<file path="config.mk">
export PLATFORM = sky130hd
export DESIGN_NAME = pipelined_skip_adder_flat
export DESIGN_NICKNAME = d
export VERILOG_FILES = /design/src/rtl/pipelined_skip_adder_pkg.sv /design/src/rtl/pipelined_skip_adder_if.sv /design/src/rtl/pipelined_skip_adder_skip_block.sv /design/src/rtl/pipelined_skip_adder.sv /design/src/flat_wrapper.sv
export SDC_FILE = /design/constraint.sdc
export NUM_CORES = 1
export LEC_CHECK = 0
export ABC_AREA = 1
export CORE_ASPECT_RATIO = 1.1
export CORE_UTILIZATION = 40
export CTS_CLUSTER_SIZE = 14
export DETAILED_ROUTE_END_ITERATION = 10
export PLACE_DENSITY = 0.75
export SKIP_LAST_GASP = 1
export SLEW_MARGIN = 20
export SYNTH_ARGS = -nofsm -noshare
export SYNTH_HDL_FRONTEND = slang
export SYNTH_HIERARCHICAL = 1
export SYNTH_SLANG_ARGS = --single-unit
export TNS_END_PERCENT = 30
</file>
<file path="constraint.sdc">
create_clock -name clk -period 5.6 [get_ports clk]
set_input_delay 1.12 -clock clk [delete_from_list [all_inputs] [get_ports clk]]
set_output_delay 1.12 -clock clk [all_outputs]
set_load 0.005 [all_outputs]
</file>
<file path="src/rtl/pipelined_skip_adder_pkg.sv">
// rtl/pipelined_skip_adder_pkg.sv - default geometry, stage control type, saturation limits
package skip_adder_pkg;

    localparam int unsigned DEF_WIDTH  = 32;
    localparam int unsigned DEF_BLOCK  = 4;
    localparam int unsigned DEF_STAGES = 2;

    // Saturation limits are built at this width and truncated by the user; WIDTH <= 128.
    localparam int unsigned SAT_W = 128;

    // Width-independent part of a stage register. Partial sum and pending operand
    // bits shrink/grow per stage, so they live beside this as sized vectors.
    typedef struct packed {
        logic valid;
        logic carry;
        logic a_msb;
        logic b_msb;
    } stage_ctl_t;

    function automatic int unsigned blocks_per_stage(input int unsigned width,
                                                     input int unsigned block,
                                                     input int unsigned stages);
        return (width / block) / stages;
    endfunction

    function automatic logic [SAT_W-1:0] sat_max(input int unsigned width);
        return (SAT_W'(1) << (width - 1)) - SAT_W'(1);
    endfunction

    function automatic logic [SAT_W-1:0] sat_min(input int unsigned width);
        return SAT_W'(1) << (width - 1);
    endfunction

endpackage

</file>
<file path="src/rtl/pipelined_skip_adder_if.sv">
// rtl/pipelined_skip_adder_if.sv - operand/result handshake bundle for the skip adder
interface pipelined_skip_adder_if
    import skip_adder_pkg::*;
#(
    parameter int unsigned WIDTH = DEF_WIDTH
);
    logic             in_valid;
    logic             in_ready;
    logic [WIDTH-1:0] a;
    logic [WIDTH-1:0] b;
    logic             cin;
    logic             sub;
    logic             out_valid;
    logic             out_ready;
    logic [WIDTH-1:0] sum;
    logic             cout;
    logic             ovf;

    modport master (
        output in_valid, a, b, cin, sub, out_ready,
        input  in_ready, out_valid, sum, cout, ovf
    );

    modport slave (
        input  in_valid, a, b, cin, sub, out_ready,
        output in_ready, out_valid, sum, cout, ovf
    );
endinterface

</file>
<file path="src/rtl/pipelined_skip_adder_skip_block.sv">
// rtl/pipelined_skip_adder_skip_block.sv - BLOCK-bit ripple group with propagate-AND bypass
module skip_block #(
    parameter int unsigned BLOCK = 4
) (
    input  logic [BLOCK-1:0] a,
    input  logic [BLOCK-1:0] b,
    input  logic             cin,
    output logic [BLOCK-1:0] sum,
    output logic             cout,
    output logic             all_prop
);
    logic [BLOCK-1:0] p;
    logic [BLOCK-1:0] g;
    logic             c_run;
    logic             ripple_c;

    assign p        = a ^ b;
    assign g        = a & b;
    assign all_prop = &p;

    // Ripple through the group; sum bits always come from here.
    always_comb begin
        sum   = '0;
        c_run = cin;
        for (int i = 0; i < BLOCK; i++) begin
            sum[i] = p[i] ^ c_run;
            c_run  = g[i] | (p[i] & c_run);
        end
        ripple_c = c_run;
    end

    // Bypass is selected from operand propagates only, so the skip path is never
    // gated by a sum bit that is itself waiting on the ripple.
    assign cout = all_prop ? cin : ripple_c;
endmodule

</file>
<file path="src/rtl/pipelined_skip_adder.sv">
// rtl/pipelined_skip_adder.sv - pipelined carry-skip add/sub; SKIP_ADDER_SAT_EN enables signed clamp
module pipelined_skip_adder
    import skip_adder_pkg::*;
#(
    parameter int unsigned WIDTH  = DEF_WIDTH,
    parameter int unsigned BLOCK  = DEF_BLOCK,
    parameter int unsigned STAGES = DEF_STAGES
) (
    input logic                   clk,
    input logic                   rst_n,
    pipelined_skip_adder_if.slave bus
);
    localparam int unsigned BPS  = blocks_per_stage(WIDTH, BLOCK, STAGES);
    localparam int unsigned GW   = BPS * BLOCK;
    localparam int unsigned MSB  = WIDTH - 1;
    localparam int unsigned LAST = STAGES - 1;

    logic             adv;
    logic [WIDTH-1:0] b_eff;
    logic             cin_eff;

    // One global enable: the whole pipe moves or the whole pipe holds.
    assign adv          = bus.out_ready | ~bus.out_valid;
    assign bus.in_ready = adv;
    assign b_eff        = bus.sub ? ~bus.b : bus.b;
    assign cin_eff      = bus.sub | bus.cin;

    for (genvar s = 0; s < STAGES; s++) begin : g_stage
        localparam int unsigned LO = s * GW;
        localparam int unsigned HI = LO + GW;

        stage_ctl_t       src_ctl;
        stage_ctl_t       ctl_d;
        stage_ctl_t       ctl_q;
        logic [WIDTH-1:LO] src_pa;
        logic [WIDTH-1:LO] src_pb;
        logic [HI-1:0]    psum_d;
        logic [HI-1:0]    psum_q;
        logic [GW-1:0]    grp_sum;
        logic [BPS-1:0]   bprop;
        logic             grp_cout;

        if (s == 0) begin : g_src
            assign src_ctl = '{valid: bus.in_valid, carry: cin_eff,
                               a_msb: bus.a[MSB], b_msb: b_eff[MSB]};
            assign src_pa  = bus.a;
            assign src_pb  = b_eff;
            assign psum_d  = grp_sum;
        end else begin : g_src
            assign src_ctl = g_stage[s-1].ctl_q;
            assign src_pa  = g_stage[s-1].g_pend.pa_q;
            assign src_pb  = g_stage[s-1].g_pend.pb_q;
            assign psum_d  = {grp_sum, g_stage[s-1].psum_q};
        end

        for (genvar j = 0; j < BPS; j++) begin : g_blk
            logic c_in;
            logic c_out;
            if (j == 0) begin : g_cin
                assign c_in = src_ctl.carry;
            end else begin : g_cin
                assign c_in = g_blk[j-1].c_out;
            end
            skip_block #(.BLOCK(BLOCK)) u_blk (
                .a        (src_pa[LO + j*BLOCK +: BLOCK]),
                .b        (src_pb[LO + j*BLOCK +: BLOCK]),
                .cin      (c_in),
                .sum      (grp_sum[j*BLOCK +: BLOCK]),
                .cout     (c_out),
                .all_prop (bprop[j])
            );
        end

        // Second skip level across the whole group before the stage register.
        assign grp_cout = (&bprop) ? src_ctl.carry : g_blk[BPS-1].c_out;

        // Forward valid and sign bits untouched; replace the carry with this group's.
        always_comb begin
            ctl_d       = src_ctl;
            ctl_d.carry = grp_cout;
        end

        // Stage register: bubbles advance with adv just like valid beats.
        always_ff @(posedge clk or negedge rst_n) begin
            if (!rst_n) begin
                ctl_q  <= '0;
                psum_q <= '0;
            end else if (adv) begin
                ctl_q  <= ctl_d;
                psum_q <= psum_d;
            end
        end

        if (s < LAST) begin : g_pend
            logic [WIDTH-1:HI] pa_q;
            logic [WIDTH-1:HI] pb_q;

            // Carry the not-yet-added operand bits (b already inverted for sub) upward.
            always_ff @(posedge clk or negedge rst_n) begin
                if (!rst_n) begin
                    pa_q <= '0;
                    pb_q <= '0;
                end else if (adv) begin
                    pa_q <= src_pa[WIDTH-1:HI];
                    pb_q <= src_pb[WIDTH-1:HI];
                end
            end
        end
    end

    logic             ovf_w;
    logic [WIDTH-1:0] res_w;

    assign ovf_w = (g_stage[LAST].ctl_q.a_msb == g_stage[LAST].ctl_q.b_msb) &
                   (g_stage[LAST].psum_q[MSB] != g_stage[LAST].ctl_q.a_msb);

`ifdef SKIP_ADDER_SAT_EN
    localparam logic [WIDTH-1:0] SAT_HI = WIDTH'(sat_max(WIDTH));
    localparam logic [WIDTH-1:0] SAT_LO = WIDTH'(sat_min(WIDTH));

    assign res_w = ovf_w ? (g_stage[LAST].ctl_q.a_msb ? SAT_LO : SAT_HI)
                         : g_stage[LAST].psum_q;
`else
    assign res_w = g_stage[LAST].psum_q;
`endif

    assign bus.out_valid = g_stage[LAST].ctl_q.valid;
    assign bus.sum       = res_w;
    assign bus.cout      = g_stage[LAST].ctl_q.carry;
    assign bus.ovf       = ovf_w;
endmodule

</file>
<file path="src/flat_wrapper.sv">
// flat-port wrapper written by rule: the top's interface ports become plain ports
module pipelined_skip_adder_flat import skip_adder_pkg::*;
#(
    parameter int unsigned WIDTH  = DEF_WIDTH,
    parameter int unsigned BLOCK  = DEF_BLOCK,
    parameter int unsigned STAGES = DEF_STAGES
)
  (clk, rst_n, bus_in_valid, bus_a, bus_b, bus_cin, bus_sub, bus_out_ready, bus_in_ready, bus_out_valid, bus_sum, bus_cout, bus_ovf);
  pipelined_skip_adder_if #(.WIDTH(WIDTH)) bus_i ();
  input logic clk;
  input logic rst_n;
  input wire logic [$bits(bus_i.in_valid)-1:0] bus_in_valid;
  input wire logic [$bits(bus_i.a)-1:0] bus_a;
  input wire logic [$bits(bus_i.b)-1:0] bus_b;
  input wire logic [$bits(bus_i.cin)-1:0] bus_cin;
  input wire logic [$bits(bus_i.sub)-1:0] bus_sub;
  input wire logic [$bits(bus_i.out_ready)-1:0] bus_out_ready;
  output wire logic [$bits(bus_i.in_ready)-1:0] bus_in_ready;
  output wire logic [$bits(bus_i.out_valid)-1:0] bus_out_valid;
  output wire logic [$bits(bus_i.sum)-1:0] bus_sum;
  output wire logic [$bits(bus_i.cout)-1:0] bus_cout;
  output wire logic [$bits(bus_i.ovf)-1:0] bus_ovf;
  assign bus_i.in_valid = bus_in_valid;
  assign bus_i.a = bus_a;
  assign bus_i.b = bus_b;
  assign bus_i.cin = bus_cin;
  assign bus_i.sub = bus_sub;
  assign bus_i.out_ready = bus_out_ready;
  assign bus_in_ready = bus_i.in_ready;
  assign bus_out_valid = bus_i.out_valid;
  assign bus_sum = bus_i.sum;
  assign bus_cout = bus_i.cout;
  assign bus_ovf = bus_i.ovf;
  pipelined_skip_adder #(.WIDTH(WIDTH), .BLOCK(BLOCK), .STAGES(STAGES)) u_core (.clk(clk), .rst_n(rst_n), .bus(bus_i));
endmodule
</file>
# --- Word-level counts from Yosys, hierarchy flattened ---
# Cells that the tools add are included.
op_classes:
  eq_ne: 2
  muxes: 11
  bitwise: 117
  n_reduce_logical: 10
op_table:
  columns: ["operator", "n"]
  rows:
  - ["$or 1x1->1", 34]
  - ["$and 1x1->1", 33]
  - ["$and 4x4->4", 8]
  - ["$mux 32", 1]
  - ["$not 32->32", 1]
  - ["$reduce_and 16->1", 2]
  - ["$reduce_and 4->1", 8]
  - ["$xor 1x1->1", 32]
  - ["$xor 4x4->4", 8]
  - ["$mux 1", 10]
  - ["$eq 1x1->1", 1]
  - ["$ne 1x1->1", 1]
  - ["$not 1->1", 1]
word_totals:
  register_bits: 88
  inputBits: 70
  out_inout_bits: 36
  elab_cells: 152

# --- Longest topological paths before layout ---
# Gate-level depths: netlist (run 1).
depth:
  word_depth: 40
  mapped_depth: 46
  ltp_nobuf: 45

# --- Modules after synthesis ---
# Netlist (run 1), hierarchy kept.
by_module_without_submodules:
  columns: ["module", "n_inst", "cells_each", "area_each_um2"]
  rows:
  - ["pipelined_skip_adder", 1, 384, 3548.4]
  - ["skip_block", 8, 24, 193.9]

# --- Worst setup path before layout (run 1) ---
# Ideal clock, no wire load.
synth_path:
  kind: "input to register"
  from: "in bus_sub"
  to: "reg u_core.g_stage[0].ctl_q (netlist bit u_core/g_stage[1].g_blk[0].c_in)"
  setup_time_ns: 0.117
  t_arrival_ns: 7.239
  slack_ns: -1.756
  path_stages: 46
  path_buffers: 2
  path_cell_list: "buf_2 > buf_4 > xor2_1 > inv_1 > fa_1 > inv_1 > fa_1 > fa_1 > inv_1 > fa_1 > inv_1 > o21ai_0 > nand2_1 > inv_1 > fa_1 > inv_1 > fa_1 > fa_1 > [... 10 more ...] > inv_1 > fa_1 > inv_1 > o21ai_0 > nand2_1 > inv_1 > fa_1 > inv_1 > fa_1 > fa_1 > inv_1 > fa_1 > inv_1 > o21ai_0 > nand2_1 > o21bai_1 > nand3_1 > nand2_1"
synth_between:
  elab_chain_len: 39
  elab_cells_between_ends: 52
  classes_between: "6 x mux; 41 x bitwise; 5 x reduce/logical"
synth_lines:
  columns: ["element", "line", "rtl"]
  rows:
  - ["start: declaration", "flat_wrapper.sv:16", "input wire logic [$bits(bus_i.sub)-1:0] bus_sub;"]
  - ["$mux 32 (*)", "pipelined_skip_adder.sv:25", "assign b_eff = bus.sub ? ~bus.b : bus.b;"]
  - ["named net u_core.b_eff[0]", "pipelined_skip_adder.sv:19", "logic [WIDTH-1:0] b_eff;"]
  - ["$xor 4x4->4", "pipelined_skip_adder_skip_block.sv:17", "assign p = a ^ b;"]
  - ["$and 1x1->1", "pipelined_skip_adder_skip_block.sv:27", "c_run = g[i] | (p[i] & c_run);"]
  - ["$or 1x1->1", "pipelined_skip_adder_skip_block.sv:27", null]
  - ["$and 1x1->1", "pipelined_skip_adder_skip_block.sv:27", null]
  - ["$or 1x1->1", "pipelined_skip_adder_skip_block.sv:27", null]
  - ["$and 1x1->1", "pipelined_skip_adder_skip_block.sv:27", null]
  - ["[... 4 more ...]", null, null]
  - ["named net u_core.g_stage[0].g_blk[0].c_out", "pipelined_skip_adder.sv:58", "logic c_out;"]
  - ["[... 9 more ...]", null, null]
  - ["named net u_core.g_stage[0].g_blk[1].c_out", "pipelined_skip_adder.sv:58", null]
  - ["[... 9 more ...]", null, null]
  - ["named net u_core.g_stage[0].g_blk[2].c_out", "pipelined_skip_adder.sv:58", null]
  - ["[... 3 more ...]", null, null]
  - ["$or 1x1->1", "pipelined_skip_adder_skip_block.sv:27", null]
  - ["$and 1x1->1", "pipelined_skip_adder_skip_block.sv:27", null]
  - ["$or 1x1->1", "pipelined_skip_adder_skip_block.sv:27", null]
  - ["$and 1x1->1", "pipelined_skip_adder_skip_block.sv:27", null]
  - ["$or 1x1->1", "pipelined_skip_adder_skip_block.sv:27", null]
  - ["$mux 1 (*)", "pipelined_skip_adder_skip_block.sv:34", "assign cout = all_prop ? cin : ripple_c;"]
  - ["named net u_core.g_stage[0].g_blk[3].c_out", "pipelined_skip_adder.sv:58", null]
  - ["$mux 1 (*)", "pipelined_skip_adder.sv:75", "assign grp_cout = (&bprop) ? src_ctl.carry : g_blk[BPS-1].c_out;"]
  - ["end signal: assignment", "pipelined_skip_adder.sv:89", "ctl_q <= ctl_d;"]
  - ["end: declaration", "pipelined_skip_adder.sv:34", "stage_ctl_t ctl_q;"]
# The timed path passes the listed nets; every way through them passes the cells marked *.
# A chain may end at the register's enable or synchronous reset.

# --- Final worst setup path (run 1) ---
layout_path:
  from: "in bus_a[0]"
  to: "reg u_core.g_stage[0].ctl_q (netlist bit u_core/g_stage[1].g_blk[0].c_in)"
layout_between:
  elab_chain_len: 38
  elab_cells_between_ends: 41
  classes_between: "5 x mux; 34 x bitwise; 2 x reduce/logical"
layout_lines:
  columns: ["element", "line", "rtl"]
  rows:
  - ["start: declaration", "flat_wrapper.sv:13", "input wire logic [$bits(bus_i.a)-1:0] bus_a;"]
  - ["$xor 4x4->4", "pipelined_skip_adder_skip_block.sv:17", null]
  - ["$and 1x1->1", "pipelined_skip_adder_skip_block.sv:27", null]
  - ["$or 1x1->1", "pipelined_skip_adder_skip_block.sv:27", null]
  - ["$and 1x1->1", "pipelined_skip_adder_skip_block.sv:27", null]
  - ["$or 1x1->1", "pipelined_skip_adder_skip_block.sv:27", null]
  - ["$and 1x1->1", "pipelined_skip_adder_skip_block.sv:27", null]
  - ["$or 1x1->1", "pipelined_skip_adder_skip_block.sv:27", null]
  - ["$and 1x1->1", "pipelined_skip_adder_skip_block.sv:27", null]
  - ["[... 2 more ...]", null, null]
  - ["named net u_core.g_stage[0].g_blk[0].c_out", "pipelined_skip_adder.sv:58", null]
  - ["[... 9 more ...]", null, null]
  - ["named net u_core.g_stage[0].g_blk[1].c_out", "pipelined_skip_adder.sv:58", null]
  - ["[... 9 more ...]", null, null]
  - ["named net u_core.g_stage[0].g_blk[2].c_out", "pipelined_skip_adder.sv:58", null]
  - ["[... 3 more ...]", null, null]
  - ["$or 1x1->1", "pipelined_skip_adder_skip_block.sv:27", null]
  - ["$and 1x1->1", "pipelined_skip_adder_skip_block.sv:27", null]
  - ["$or 1x1->1", "pipelined_skip_adder_skip_block.sv:27", null]
  - ["$and 1x1->1", "pipelined_skip_adder_skip_block.sv:27", null]
  - ["$or 1x1->1", "pipelined_skip_adder_skip_block.sv:27", null]
  - ["$mux 1 (*)", "pipelined_skip_adder_skip_block.sv:34", null]
  - ["named net u_core.g_stage[0].g_blk[3].c_out", "pipelined_skip_adder.sv:58", null]
  - ["$mux 1 (*)", "pipelined_skip_adder.sv:75", null]
# Marked as above.

==> results of run 1 <==
==> layout make-up <==
class	count	area [µm²]	share of cell area (%)
Inverter	103	387	5.61
Tap cell	154	193	2.80
Clock buffer	12	256	3.72
Multi-Input combinational cell	365	2520	36.7
Sequential cell	86	2150	31.2
Clock inverter	3	67.6	0.981
Timing Repair Buffer	138	1310	19.0
==> sequential cells by signal, summed over array words and instances, names as in the netlist <==
register and count:
u_core/bus.sum 32, u_core/g_stage.psum_q 16, u_core/g_stage.g_pend.pa_q 15, u_core/g_stage.g_pend.pb_q 15, u_core/g_stage.ctl_q 5, u_core/bus.cout 1, u_core/bus.out_valid 1, u_core/g_stage.g_blk.c_in 1
==> cells by family after synthesis <==
| group | synth area share, % |
|---|---|
| buffers and inverters | 9.89 |
| AND/OR/NAND/NOR | 15.8 |
| XOR/XNOR | 5.50 |
| AO/OA/AOI/OAI | 6.18 |
| adder cells (fa/ha/maj) | 20.4 |
| flip-flops | 42.2 |
==> what timing repair did <==
action,CTS,global route
setup endpoints to repair,12,12
pin swaps,24,23
hold buffers,0,0
hold endpoints to repair,0,0
buffers inserted,5,1
gates resized for setup,21,13
==> metal layers <==
metal / track usage (%) / vias up / routed length, µm
met5: 0 / - / 0
met1: 20.9 / 1876 / 4570
met4: 7.00 / 0 / 221
li1: - / 1942 / -
met2: 31.4 / 123 / 5540
met3: 2.75 / 21 / 529
==> placed cells by master (no fill, tap or decap), types with 8 or more instances in the layout <==
cell | synthesis | final
dfrtp_1 | 86 | 86
fa_2 | 0 | 16
xnor2_1 | 16 | 16
inv_1 | 102 | 84
xor2_1 | 16 | 14
o21ai_0 | 47 | 43
clkdlybuf4s50_1 | 0 | 99
nor2_2 | 8 | 8
buf_4 | 6 | 33
o21ai_1 | 11 | 13
clkbuf_16 | 0 | 9
inv_2 | 1 | 19
ha_1 | 32 | 32
nand2_1 | 192 | 192
fa_1 | 32 | 16
==> power groups by stage <==
stage / registers, µW / clock network, µW / logic [µW]
2_1_floorplan: 907 / 0 / 419
3_3_place_gp: 906 / 0 / 824
3_5_place_dp: 914 / 0 / 847
4_1_cts: 905 / 662 / 868
5_1_grt: 925 / 689 / 989
6_report: 902 / 646 / 861
==> worst max-delay path by stage <==
stage                     cells past startpoint                                           to  slack [ns]
after floorplan                              46  u_core/g_stage[1].g_blk[0].c_in$_DFFE_PN0P_       -1.61
after global placement                       45  u_core/g_stage[1].g_blk[0].c_in$_DFFE_PN0P_       -2.02
after detailed placement                     45  u_core/g_stage[1].g_blk[0].c_in$_DFFE_PN0P_       -2.18
after CTS                                    45  u_core/g_stage[1].g_blk[0].c_in$_DFFE_PN0P_       -1.83
after global routing                         45  u_core/g_stage[1].g_blk[0].c_in$_DFFE_PN0P_       -1.75
final                                        44  u_core/g_stage[1].g_blk[0].c_in$_DFFE_PN0P_       -1.49
==> through the flow <==
| stage | cells | util [%] | setup TNS (ns) |
|---|---|---|---|
| floorplan | 576 | - | -7.52 |
| global placement | 840 | 52.7 | -12.06 |
| detailed placement | 840 | 52.7 | -13.51 |
| CTS | 860 | 55.8 | -10.80 |
| global route | 861 | 56.3 | -12.64 |
| finish | 861 | 56.3 | -8.82 |
==> worst max-delay path, delay by kind of cell <==
kind,cells,cell delay [ns]
compound gates,5,0.38
simple gates,6,0.48
buf+inv,17,1.04
fa+ha+maj,16,4.27
==> results by group, run 1 <==
Floorplanning
  • Io pins: between 100 and 150
  • Starting Density: 41.7%
  • Core area: 0.0122 mm²
  • Die area: 0.0132 mm²
  • Row count: 42
  • Die W: 110 µm
  • Die Y: ~120 µm

Yosys
  • Main flop type after synthesis: dfrtp_1
  • Main area contributors after synthesis: dfrtp_1 (42%), nand2_1 (14%), fa_1 (13%)
  • Yosys reg bits: 86
  • Mapped Area: 0.00510 mm²
  • Most frequent cells after synthesis: nand2_1 (192), inv_1 (102), dfrtp_1 (86)
  • Cells after Synth: around 580
  • Top cell type's share of synthesized area: 42.2%
  • Synth unique cells: 19
  • Async set-reset flop share out of synthesis: between 90% and 100%
  • Top-count cell post-synth: nand2_1
  • Net count after synthesis: 710
  • Register area share after synthesis: 42.2%
  • Post-synth EDFFs: 0
  • Yosys warns: 6
  • Dominant cell type by area after synthesis: dfrtp_1
  • Avg Cell Area, Syn: 8.85 µm²

Clock network
  • CTS tree: yes
  • Max clock buf depth: 2
  • # clock sinks: 86
  • Clk Latency, worst-skew pair: 0.33 ns
  • CTS Buf Count: 9
  • Clock root cell: clkbuf_16
  • H-Tree Depth: 3
  • CTS clk-pin slew, worst paths: 0.06 ns

Power
  • Total power: 2410 µW
  • Sequential Power Share: 37.4%
  • Clock share of power: 26.8%
  • Psw: 743 µW
  • Logic pwr share: a little over a third
  • Net Sw Frac: 30.9%
  • Power per cell area: 350 mW/mm²
  • Lkg Pwr: 0.00343 µW
  • Maximum VDD drop: around 0.21 mV
  • Int Pwr: 1670 µW

Timing
  • Fmax: 141 MHz
  • Fin worst setup slack: -1.49 ns
  • Headroom to the max-slew limit: between 40% and 50%
  • Worst-margin pin slew: 0.855 ns
  • Hold_ws: 0.445 ns
  • RSZ-0062 raised after global routing: yes
  • Tcrit/Tclk final: 127%
  • Clk_skew: between 0.004 and 0.005 ns
  • Min Tclk post-route: 7.09 ns
  • Max-slew violation count: 0
  • Final number of hold-violating endpoints: 0
  • Setup violators final: 11

Setup path
  • R2r startpoint: u_core/g_stage[1].g_blk[0].c_in$_DFFE_PN0P_
  • Setup crit start kind: input port
  • Slowest cell on crit path: fa_2
  • CP most frequent cell: fa_2
  • Crit. End Element: register
  • Worst R2R Setup Slack: -1.16 ns
  • Crit Path Category: input port to register
  • Worst EP required: 5.82 ns
  • Reg2Reg Depth: 40
  • Max FO, Critical Path: 2
  • Critical Path Max Stage Delay: 0.38 ns
  • WP data arrival: 7.31 ns
  • Reg2Reg Capture Point: u_core/bus.sum[31]$_DFFE_PN0P_
  • CP Launch Point: bus_a[0]

Routing
  • Routed vias/inst: 4.60
  • DRC Markers: 0
  • Final Routed Wirelength: 10900 µm
  • DR pass1 iterations: 6
  • Via count: 3962
  • Final ANT Viol Nets: 0
  • DR WL/cell: 12.6 µm
  • DRT iter0 DRCs: 198

Finish
  • Nets: 837
  • Synth-to-Final Area Change: 35.1%
  • # diodes: 0
  • Share of layout cells above drive strength 1: 14.1%
  • Finished layout cell area: 0.00689 mm²
  • Filler Cells Inserted: 1087

Place
  • Place WS: -2.18 ns
  • Gpl congestion: 0.748
  • Placed cell area: 0.00646 mm²
  • I/O Buffers: 105
  • Post-DP HPWL: between 7000 and 8000 µm

Global route
  • Wire length of the first global-routing pass: 18000 µm
  • Vias in the first global route: 4083
  • Largest net degree at the start of global routing: 98
  • GRT Overall Usage: between 10% and 20%
  • Grt total ovfl: 0
  • Initial antenna violation count: 0

Worst hold path
  • Hold Crit Start: u_core/g_stage[0].ctl_q[3]$_DFFE_PN0P_
  • Worst hold path class: register to register
  • Hold EP: u_core/bus.out_valid$_DFFE_PN0P_
  • Hold path depth: 2

Outcome
  • Status: complete, but fails checks
  • Violated checks: negative setup slack

Job
  • Max Cap Violations: 0
No activity file was read; power rests on OpenSTA's default activity.
==> run 2: changes to the inputs <==
Settings changed: SLEW_MARGIN 20 to not set.
==> results by group, run 2 (same netlist as run 1, synthesis figures left out) <==
Timing
  • Tcrit/Tclk final: 127%
  • Min Tclk post-route: 7.09 ns
  • Hold_ws: about 0.45 ns
  • Max-slew violation count: 0
  • Worst-margin pin slew: 1.07 ns
  • RSZ-0062 raised after global routing: yes
  • Setup violators final: 11
  • Clk_skew: between 0.004 and 0.005 ns
  • Fmax: 141 MHz
  • Setup TNS: -8.81 ns
  • Headroom to the max-slew limit: 28.6%
  • Final number of hold-violating endpoints: 0
  • Fin worst setup slack: -1.49 ns

Floorplanning
  • Die Y: 120 µm
  • Row count: 42
  • Starting Density: between 40% and 50%
  • Die area: between 0.01 and 0.015 mm²
  • Die W: 110 µm
  • Core area: 0.0122 mm²
  • Io pins: ~110

Finish
  • # diodes: 0
  • Commonest non-fill, non-tap cells in the layout: nand2_1 (192), clkdlybuf4s50_1 (99), dfrtp_1 (86)
  • Max reg flops: 32
  • Filler Cells Inserted: 1089
  • Nets: about 840
  • Share of layout cells above drive strength 1: 14.1%
  • Synth-to-Final Area Change: 35.0%
  • Commonest non-fill, non-tap cell in the layout: nand2_1

Outcome
  • Status: complete, but fails checks
  • Violated checks: negative setup slack

Clock network
  • H-Tree Depth: 3
  • Max clock buf depth: 2
  • Clock root cell: clkbuf_16
  • Hold-fix buffers at CTS: 0
  • # clock sinks: 86
  • CTS tree: yes
  • Clk Latency, worst-skew pair: around 0.33 ns
  • CTS clk-pin slew, worst paths: 0.06 ns
  • CTS Buf Count: 9

Global route
  • GRT Overall Usage: between 15 and 20%
  • Wire length of the first global-routing pass: 18000 µm
  • Vias in the first global route: 4083
  • Initial antenna violation count: 0
  • Grt total ovfl: 0
  • Largest net degree at the start of global routing: 98

Setup path
  • Reg2Reg Depth: 40
  • Slowest cell on crit path: fa_2
  • Critical Path Max Stage Delay: 0.38 ns
  • Worst R2R Setup Slack: -1.16 ns
  • Crit Path Category: input port to register
  • Worst EP required: 5.82 ns
  • WP data arrival: 7.31 ns
  • Reg2Reg Capture Point: u_core/bus.sum[31]$_DFFE_PN0P_
  • CP Launch Point: bus_a[0]
  • Max FO, Critical Path: 2
  • CP most frequent cell: fa_2
  • Setup crit end: u_core/g_stage[1].g_blk[0].c_in$_DFFE_PN0P_
  • Crit. End Element: register
  • Setup crit start kind: input port
  • R2r startpoint: u_core/g_stage[1].g_blk[0].c_in$_DFFE_PN0P_

Routing
  • Final ANT Viol Nets: 0
  • DR pass1 iterations: 6
  • Final Routed Wirelength: 10800 µm
  • DRC Markers: 0
  • DR WL/cell: 12.6 µm
  • Via count: about 4000
  • Routed vias/inst: 4.59
  • DRT iter0 DRCs: roughly 200

Place
  • Post-DP HPWL: 7590 µm
  • I/O Buffers: 105
  • Gpl congestion: 0.748

Power
  • Sequential Power Share: 37.4%
  • Int Pwr: 1660 µW
  • Lkg Pwr: 0.00343 µW
  • Net Sw Frac: 30.8%
  • Logic pwr share: 35.8%
  • Clock share of power: 26.8%
  • Maximum VDD drop: 0.212 mV
  • Psw: roughly 740 µW
  • Power per cell area: 350 mW/mm²

Worst hold path
  • Worst hold path class: register to register

Job
  • Max Cap Violations: 0
-- run 2: how the worst min path moves through the flow --
stage                                           startpoint                                to  depth (start not counted)
floorplan           u_core/g_stage[0].ctl_q[3]$_DFFE_PN0P_  u_core/bus.out_valid$_DFFE_PN0P_                          2
global placement    u_core/g_stage[0].ctl_q[3]$_DFFE_PN0P_  u_core/bus.out_valid$_DFFE_PN0P_                          2
detailed placement  u_core/g_stage[0].ctl_q[3]$_DFFE_PN0P_  u_core/bus.out_valid$_DFFE_PN0P_                          2
CTS                 u_core/g_stage[0].ctl_q[3]$_DFFE_PN0P_  u_core/bus.out_valid$_DFFE_PN0P_                          2
global route                u_core/bus.sum[17]$_DFFE_PN0P_    u_core/bus.sum[17]$_DFFE_PN0P_                          2
finish              u_core/g_stage[0].ctl_q[3]$_DFFE_PN0P_  u_core/bus.out_valid$_DFFE_PN0P_                          2
-- run 2: layer usage --
metal	vias to the layer above	GRT usage (%)	share of wire, %
met5	-	0	0
met4	0	7.00	2.0
met3	19	2.75	4.9
met2	119	31.4	51
met1	1875	20.9	42
li1	1943	-	-
-- run 2: stage by stage --
| stage | area, µm² | worst slack [ns] | total power, µW | cells | utilization, % |
|---|---|---|---|---|---|
| global route | 6890 | -1.75 | 2600 | 861 | 56.2 |
| detailed placement | 6460 | -2.18 | 1760 | 840 | 52.7 |
| CTS | 6840 | -1.83 | 2430 | 860 | 55.8 |
| floorplan | 5150 | -1.61 | 1330 | 576 | - |
| global placement | 6460 | -2.02 | 1730 | 840 | 52.7 |
| finish | 6890 | -1.49 | 2410 | 861 | 56.2 |
-- run 2: layout make-up --
cell class,instances,area [µm²],area share [%]
multi-input combinational,365,2520,36.7
inverter,103,387,5.62
sequential,86,2150,31.3
timing repair buffer,138,1310,19.0
clock inverter,3,67.6,0.981
clock buffer,12,256,3.73
tap,154,193,2.80
-- run 2: power by group through the flow --
stage | clock, µW | sequential (µW) | combinational [µW]
after detailed placement | 0 | 914 | 847
after floorplan | 0 | 907 | 419
after global routing | 689 | 925 | 988
after CTS | 662 | 905 | 868
after global placement | 0 | 906 | 824
final | 645 | 901 | 861
-- run 2: what timing repair did --
item	CTS	global route
gates cloned	0	0
endpoints found under the setup margin	12	12
buffers inserted	5	1
gates resized for setup	21	13
pin swaps	24	23
-- run 2: critical path, delay by kind of cell --
kind                     cells  cell delay, ns
adder cells (fa/ha/maj)     16            4.27
buffers and inverters       17            1.04
AND/OR/NAND/NOR              6            0.48
AO/OA/AOI/OAI                5            0.38
